--- config.mk ---
export PLATFORM = sky130hd
export DESIGN_NAME = branch_predict_unit
export DESIGN_NICKNAME = d
export VERILOG_FILES = /design/src/rtl/bpu_pkg.sv /design/src/rtl/bpu_sat_ctr.sv /design/src/rtl/branch_predict_unit.sv
export SDC_FILE = /design/constraint.sdc
export NUM_CORES = 2
export LEC_CHECK = 0
export CAP_MARGIN = 20
export CORE_ASPECT_RATIO = 1.4
export CORE_UTILIZATION = 45
export DETAILED_ROUTE_END_ITERATION = 16
export PLACE_DENSITY = 0.69
export RECOVER_POWER = 100
export SKIP_CTS_REPAIR_TIMING = 1
export SYNTH_ARGS = -nofsm -noshare
export SYNTH_HDL_FRONTEND = slang
export SYNTH_SLANG_ARGS = --single-unit
--- constraint.sdc ---
create_clock -name clk -period 3.25 [get_ports clk]
set_clock_uncertainty 0.1 [all_clocks]
set_input_delay 0.325 -clock clk [delete_from_list [all_inputs] [get_ports clk]]
set_output_delay 0.325 -clock clk [all_outputs]
set_load 0.01 [all_outputs]
--- src/rtl/bpu_pkg.sv ---
// Shared types for the branch prediction unit: counter encodings and
// the BTB entry layout used by the lookup and update paths.
package bpu_pkg;

  typedef enum logic [1:0] {
    SNT = 2'd0,
    WNT = 2'd1,
    WT  = 2'd2,
    ST  = 2'd3
  } ctr_e;

  localparam ctr_e CTR_ALLOC = WT;
  localparam ctr_e CTR_RESET = WNT;

  // Smallest legal table (4 entries) leaves 28 tag bits; narrower tags zero-extend.
  localparam int TAG_W_MAX = 28;

  typedef struct packed {
    logic                 valid;
    logic [TAG_W_MAX-1:0] tag;
    logic [31:0]          target;
    ctr_e                 ctr;
  } btb_entry_t;

  function automatic logic [TAG_W_MAX-1:0] tagOf(input logic [31:0] pc,
                                                 input int unsigned idxW);
    return TAG_W_MAX'(pc >> (idxW + 2));
  endfunction

endpackage

--- src/rtl/bpu_sat_ctr.sv ---
// Next-state logic for a 2-bit saturating direction counter.
module bpu_sat_ctr
  import bpu_pkg::*;
(
  input  logic [1:0] ctr_i,
  input  logic       taken_i,
  output logic [1:0] ctr_next_o
);

  always_comb begin
    ctr_next_o = ctr_i;
    case (ctr_e'(ctr_i))
      SNT: ctr_next_o = taken_i ? WNT : SNT;
      WNT: ctr_next_o = taken_i ? WT  : SNT;
      WT:  ctr_next_o = taken_i ? ST  : WNT;
      ST:  ctr_next_o = taken_i ? ST  : WT;
      default: ctr_next_o = ctr_i;
    endcase
  end

endmodule

--- src/rtl/branch_predict_unit.sv ---
// Direct-mapped BTB with 2-bit direction counters: zero-latency lookup on the
// fetch PC, trained by resolved branches from execute.
module branch_predict_unit
  import bpu_pkg::*;
#(
  parameter int ENTRIES = 16,
  parameter int IDX_W   = $clog2(ENTRIES)
) (
  input  logic        clk,
  input  logic        rstn,
  input  logic [31:0] pc_i,
  output logic        bpu_branch,
  output logic [31:0] bpu_addr,
  input  logic        upd_valid,
  input  logic [31:0] upd_pc,
  input  logic        upd_taken,
  input  logic [31:0] upd_target,
  input  logic        flush_i,
  output logic [31:0] mispredict_cnt
);

  btb_entry_t btb_q [ENTRIES];
  btb_entry_t btb_d [ENTRIES];
  logic [31:0] mispredictCnt_q;
  logic [31:0] mispredictCnt_d;

  logic [IDX_W-1:0]     lookupIdx;
  logic [TAG_W_MAX-1:0] lookupTag;
  btb_entry_t           lookupEntry;
  logic                 lookupHit;

  logic [IDX_W-1:0]     updIdx;
  logic [TAG_W_MAX-1:0] updTag;
  btb_entry_t           updEntry;
  logic                 updHit;
  logic                 updOldPred;
  logic                 updMispredict;
  logic [1:0]           ctrNext;

  logic unused_pc_bits;
  assign unused_pc_bits = ^{pc_i[1:0], upd_pc[1:0]};

  assign lookupIdx   = pc_i[IDX_W+1:2];
  assign lookupTag   = tagOf(pc_i, IDX_W);
  assign lookupEntry = btb_q[lookupIdx];
  assign lookupHit   = lookupEntry.valid && (lookupEntry.tag == lookupTag);

  // Lookup reads the registered table, so a same-cycle update is not yet visible.
  assign bpu_branch = lookupHit && lookupEntry.ctr[1];
  assign bpu_addr   = lookupHit ? lookupEntry.target : 32'h0;

  assign updIdx        = upd_pc[IDX_W+1:2];
  assign updTag        = tagOf(upd_pc, IDX_W);
  assign updEntry      = btb_q[updIdx];
  assign updHit        = updEntry.valid && (updEntry.tag == updTag);
  assign updOldPred    = updHit && updEntry.ctr[1];
  assign updMispredict = upd_valid && (updOldPred != upd_taken);

  bpu_sat_ctr u_sat_ctr (
    .ctr_i      (updEntry.ctr),
    .taken_i    (upd_taken),
    .ctr_next_o (ctrNext)
  );

  // Flush takes priority over training; it only drops valid bits so counters
  // and targets survive for a later re-allocation.
  always_comb begin
    btb_d = btb_q;
    if (flush_i) begin
      for (int i = 0; i < ENTRIES; i++) begin
        btb_d[i].valid = 1'b0;
      end
    end else if (upd_valid) begin
      if (updHit) begin
        btb_d[updIdx].ctr = ctr_e'(ctrNext);
        if (upd_taken) begin
          btb_d[updIdx].target = upd_target;
        end
      end else if (upd_taken) begin
        btb_d[updIdx].valid  = 1'b1;
        btb_d[updIdx].tag    = updTag;
        btb_d[updIdx].target = upd_target;
        btb_d[updIdx].ctr    = CTR_ALLOC;
      end
    end
  end

  always_comb begin
    mispredictCnt_d = mispredictCnt_q;
    if (updMispredict && (mispredictCnt_q != 32'hFFFF_FFFF)) begin
      mispredictCnt_d = mispredictCnt_q + 32'd1;
    end
  end

  always_ff @(posedge clk or negedge rstn) begin
    if (!rstn) begin
      for (int i = 0; i < ENTRIES; i++) begin
        btb_q[i] <= '{valid: 1'b0, tag: '0, target: 32'h0, ctr: CTR_RESET};
      end
      mispredictCnt_q <= 32'h0;
    end else begin
      btb_q           <= btb_d;
      mispredictCnt_q <= mispredictCnt_d;
    end
  end

  assign mispredict_cnt = mispredictCnt_q;

endmodule

==> qor.csv <==
stage,metric,value,unit
routing,routed_wirelength,142000,um
global_route,track_usage,24.9,%
synthesis,async_flop_share,100,%
clock_tree,clock_path_buffers,3,
critical_path,crit_chain,"mux4_2, mux4_2, xor2_1, nor4_4, buf_4, nand4_1, buf_6, buf_6, nor2b_2, dlymetal6s2s_1",
critical_path,cp.arrival,3.76,ns
routing,first_pass_iters,5,
pwr,power_leakage,28.5,nW
cells_and_area,drive_gt1_share,56.0,%
critical_path,worst-path-buf-inv,4,
timing,setup_tns,-133.50,ns
pwr,p_int,24.3,mW
routing,drc,0,
routing,postRouteAntennaNets,0,
routing,wl_per_cell,26.7,um
timing,slew_violations,152,
floorplanning,die_w,286,um
pwr,p_seq_share,46.2,%
placed_design,gp_congestion,0.909,
floorplanning,core_area,0.112,sq mm
synthesis,ys_ff_latch,1008,
critical_path,start_kind,register,
hold_path,hold_path_class,in2reg,
clock_tree,cts.htree.levels,3,
critical_path,reg2reg_depth,13,
outcome,violations,"max-capacitance violations, max-slew violations, negative setup slack",
timing,finalWorstSetupSlack,-0.935,ns
global_route,grt_pass1_wl,215000,um
cells_and_area,nFillCells,8978,
pwr,switching_share,25.8,%
pwr,clkPwrFrac,36.1,%
timing,rsz0062_at_grt,yes,
clock_tree,cts.clk_slew.worst_paths,0.06,ns
timing,fin_crit_sh,129,%
synthesis,synth_fp_nets,3367,
timing,hold_viol,0,
timing,whs,0.291,ns
timing,worst_slew_pin_slew,1.58,ns
clock_tree,clk_latency,0.72,ns
floorplanning,io_pins,166,
pwr,total_power,32.8,mW
cells_and_area,num-nets-final,3867,
synthesis,syn_area,0.0509,sq mm
clock_tree,numCtsBuffers,101,
critical_path,worstPathMaxFanout,8,
global_route,grt_overflow_total,0,
timing,relSlewSlack,-5.31,%
synthesis,yosysSeqAreaShare,49.6,%
routing,vias,31300,
critical_path,cp-end-kind,output pin,
timing,timing.fmax,239,MHz
routing,drt-initial-drc-count,2233,
global_route,grt_max_degree,119,
pwr,p_per_area,531,mW/mm^2
global_route,grt_pass1_vias,33800,
critical_path,cp.required,2.82,ns
clock_tree,cts_tree,yes,
pwr,ir_drop,0.417,mV
flow_run,maxCapViolCount,2,
clock_tree,cts.sinks,1008,
timing,min_period,4.18,ns
pwr,combPwrFrac,17.8,%
critical_path,worstSetupPathType,reg2out,
floorplanning,die_h,400,um
floorplanning,num_rows,145,
floorplanning,start_util,45.5,%
synthesis,synth_cells,3265,
cells_and_area,utilization,55.1,%
routing,via_per_inst,5.89,
critical_path,cpPeakStageDelay,0.52,ns
critical_path,crit_path_top_delay_cell,mux4_2,
synthesis,synth-edff-count,0,
floorplanning,die_area,0.114,sq mm
critical_path,cp.depth,10,
synthesis,yosysUniqueCellTypes,61,
placed_design,dp_hpwl,92500,um
clock_tree,root_buffer,clkbuf_16,
placed_design,portBuffers,161,
pwr,p_sw,8.46,mW
critical_path,critical_path.top_delay_family,multiplexers,
hold_path,holdPathStages,2,
synthesis,synth.avg_cell_area,15.6,sq um
timing,setup_viol,553,
synthesis,yosys_warnings,0,
global_route,antenna_found_initial,7,
outcome,status,"finished, violations left",
synthesis,ys.flop_type,dfrtp_1,
cells_and_area,area_delta_synth_final,21.2,%
-- per-layer routing --
| layer | GRT usage, % | vias to the layer above | part of all wire [%] |
|---|---|---|---|
| met2 | 43.2 | 759 | 52 |
| met5 | 0 | - | 0.026 |
| met4 | 9.16 | 6 | 3.8 |
| li1 | - | 13400 | - |
| met1 | 32.1 | 16900 | 40 |
| met3 | 2.82 | 265 | 4.3 |
-- cell families after synthesis --
family          count (synthesis)  synth area share [%]
simple gates                  256                  3.08
mux                          1484                  41.0
compound gates                103                  1.57
flops                        1008                  49.6
buf+inv                       327                  3.21
xor+xnor                       85                  1.46
fa+ha+maj                       2                0.0443
-- worst register-to-register path, delay by kind of cell (launching register included) --
kind,cells,cell delay (ns)
xor gates and xnor gates,1,0.23
buffers and inverters,4,0.74
DFF,1,0.39
muxes,4,1.09
and+or+nand+nor,4,0.85
-- Yosys cell counts, drive strengths merged, types with 3 or more instances --
library cell  number  area, sq um
and2               5         31.3
and3               6         37.5
xor2              33          289
nor2b             43          269
o21ai             21          105
a22oi              8         60.1
nand3             25          125
o31ai              3         22.5
o22ai             13         81.3
nand4             13         96.3
buf              154          983
mux2             983        11100
nor3              39          200
nor2              27          109
a221oi             8         70.1
inv               20         75.1
a211oi            19          223
mux2i            119         1190
nand2b             4         25.0
nand4b             3         26.3
nor4              28          175
o2111ai            3         26.3
clkbuf           152          571
or3                3         18.8
and4               7         61.3
mux4             382         8600
a22o               9         78.8
xnor2             52          455
nand2             49          364
a21oi              9         45.0
dfstp             16          420
dfrtp            992        24800
-- flip-flops by register name (all words and copies together) (netlist names) --
register / cells
btb_q: 976
mispredict_cnt: 32
-- placed cells by master (no fill, tap or decap), types with 10 or more instances in the layout --
cell type	n
buf_4	406
dlygate4sd3_1	34
nor4_1	23
inv_1	20
mux2_1	53
mux2_4	62
clkbuf_16	111
mux4_2	382
clkbuf_4	23
o21ai_0	18
clkbuf_1	30
nor3_1	39
clkdlybuf4s50_1	87
mux2i_1	118
mux2_2	868
buf_2	18
nand2_1	34
clkbuf_8	23
xnor2_1	45
nor2_1	22
o22ai_1	13
nand3_1	24
nand2_8	15
xor2_1	33
buf_12	73
buf_6	11
dfstp_2	16
clkinv_2	23
dfrtp_1	992
nor2b_2	28
nor2b_1	10
nand4_1	12
clkbuf_2	27
-- worst paths after layout --
check                                    from                 end  slack (ns)
min in group asynchronous                rstn          btb_q[815]        0.41
hold reg to reg            mispredict_cnt[27]  mispredict_cnt[27]        0.39
max in group asynchronous                rstn          btb_q[715]        0.22
setup reg to reg                   btb_q[310]          btb_q[413]       -0.29
hold / removal                     upd_pc[19]          btb_q[362]        0.29
setup / recovery                   btb_q[248]        bpu_addr[23]       -0.93
-- per-stage QoR --
stage / std cells / instance area, sq um / worst slack, ns
floorplan: 3265 / 51100 / 0.000943
global placement: 5115 / 58300 / -1.32
detailed placement: 5115 / 58300 / -1.34
CTS: 5302 / 61600 / -1.67
global route: 5322 / 61700 / -1.02
finish: 5322 / 61700 / -0.935
-- final cells by class --
cell class	count	area (sq um)	area share, %
Sequential cell	1008	25200	40.9
Multi-Input combinational cell	1930	24600	39.9
Timing Repair Buffer	703	6620	10.7
Clock buffer	145	2900	4.70
Tap cell	1470	1840	2.98
Clock inverter	42	422	0.683
Inverter	21	78.8	0.128
Antenna cell	3	7.51	0.0122
-- power by group through the flow --
stage / clock [mW] / combinational [mW] / sequential, mW
floorplan: 0 / 3.65 / 15.0
global placement: 0 / 5.66 / 15.3
detailed placement: 0 / 5.79 / 15.3
CTS: 12.1 / 5.81 / 15.1
global route: 12.5 / 6.23 / 15.3
finish: 11.8 / 5.82 / 15.1
Power figures use the tool's default switching activity.
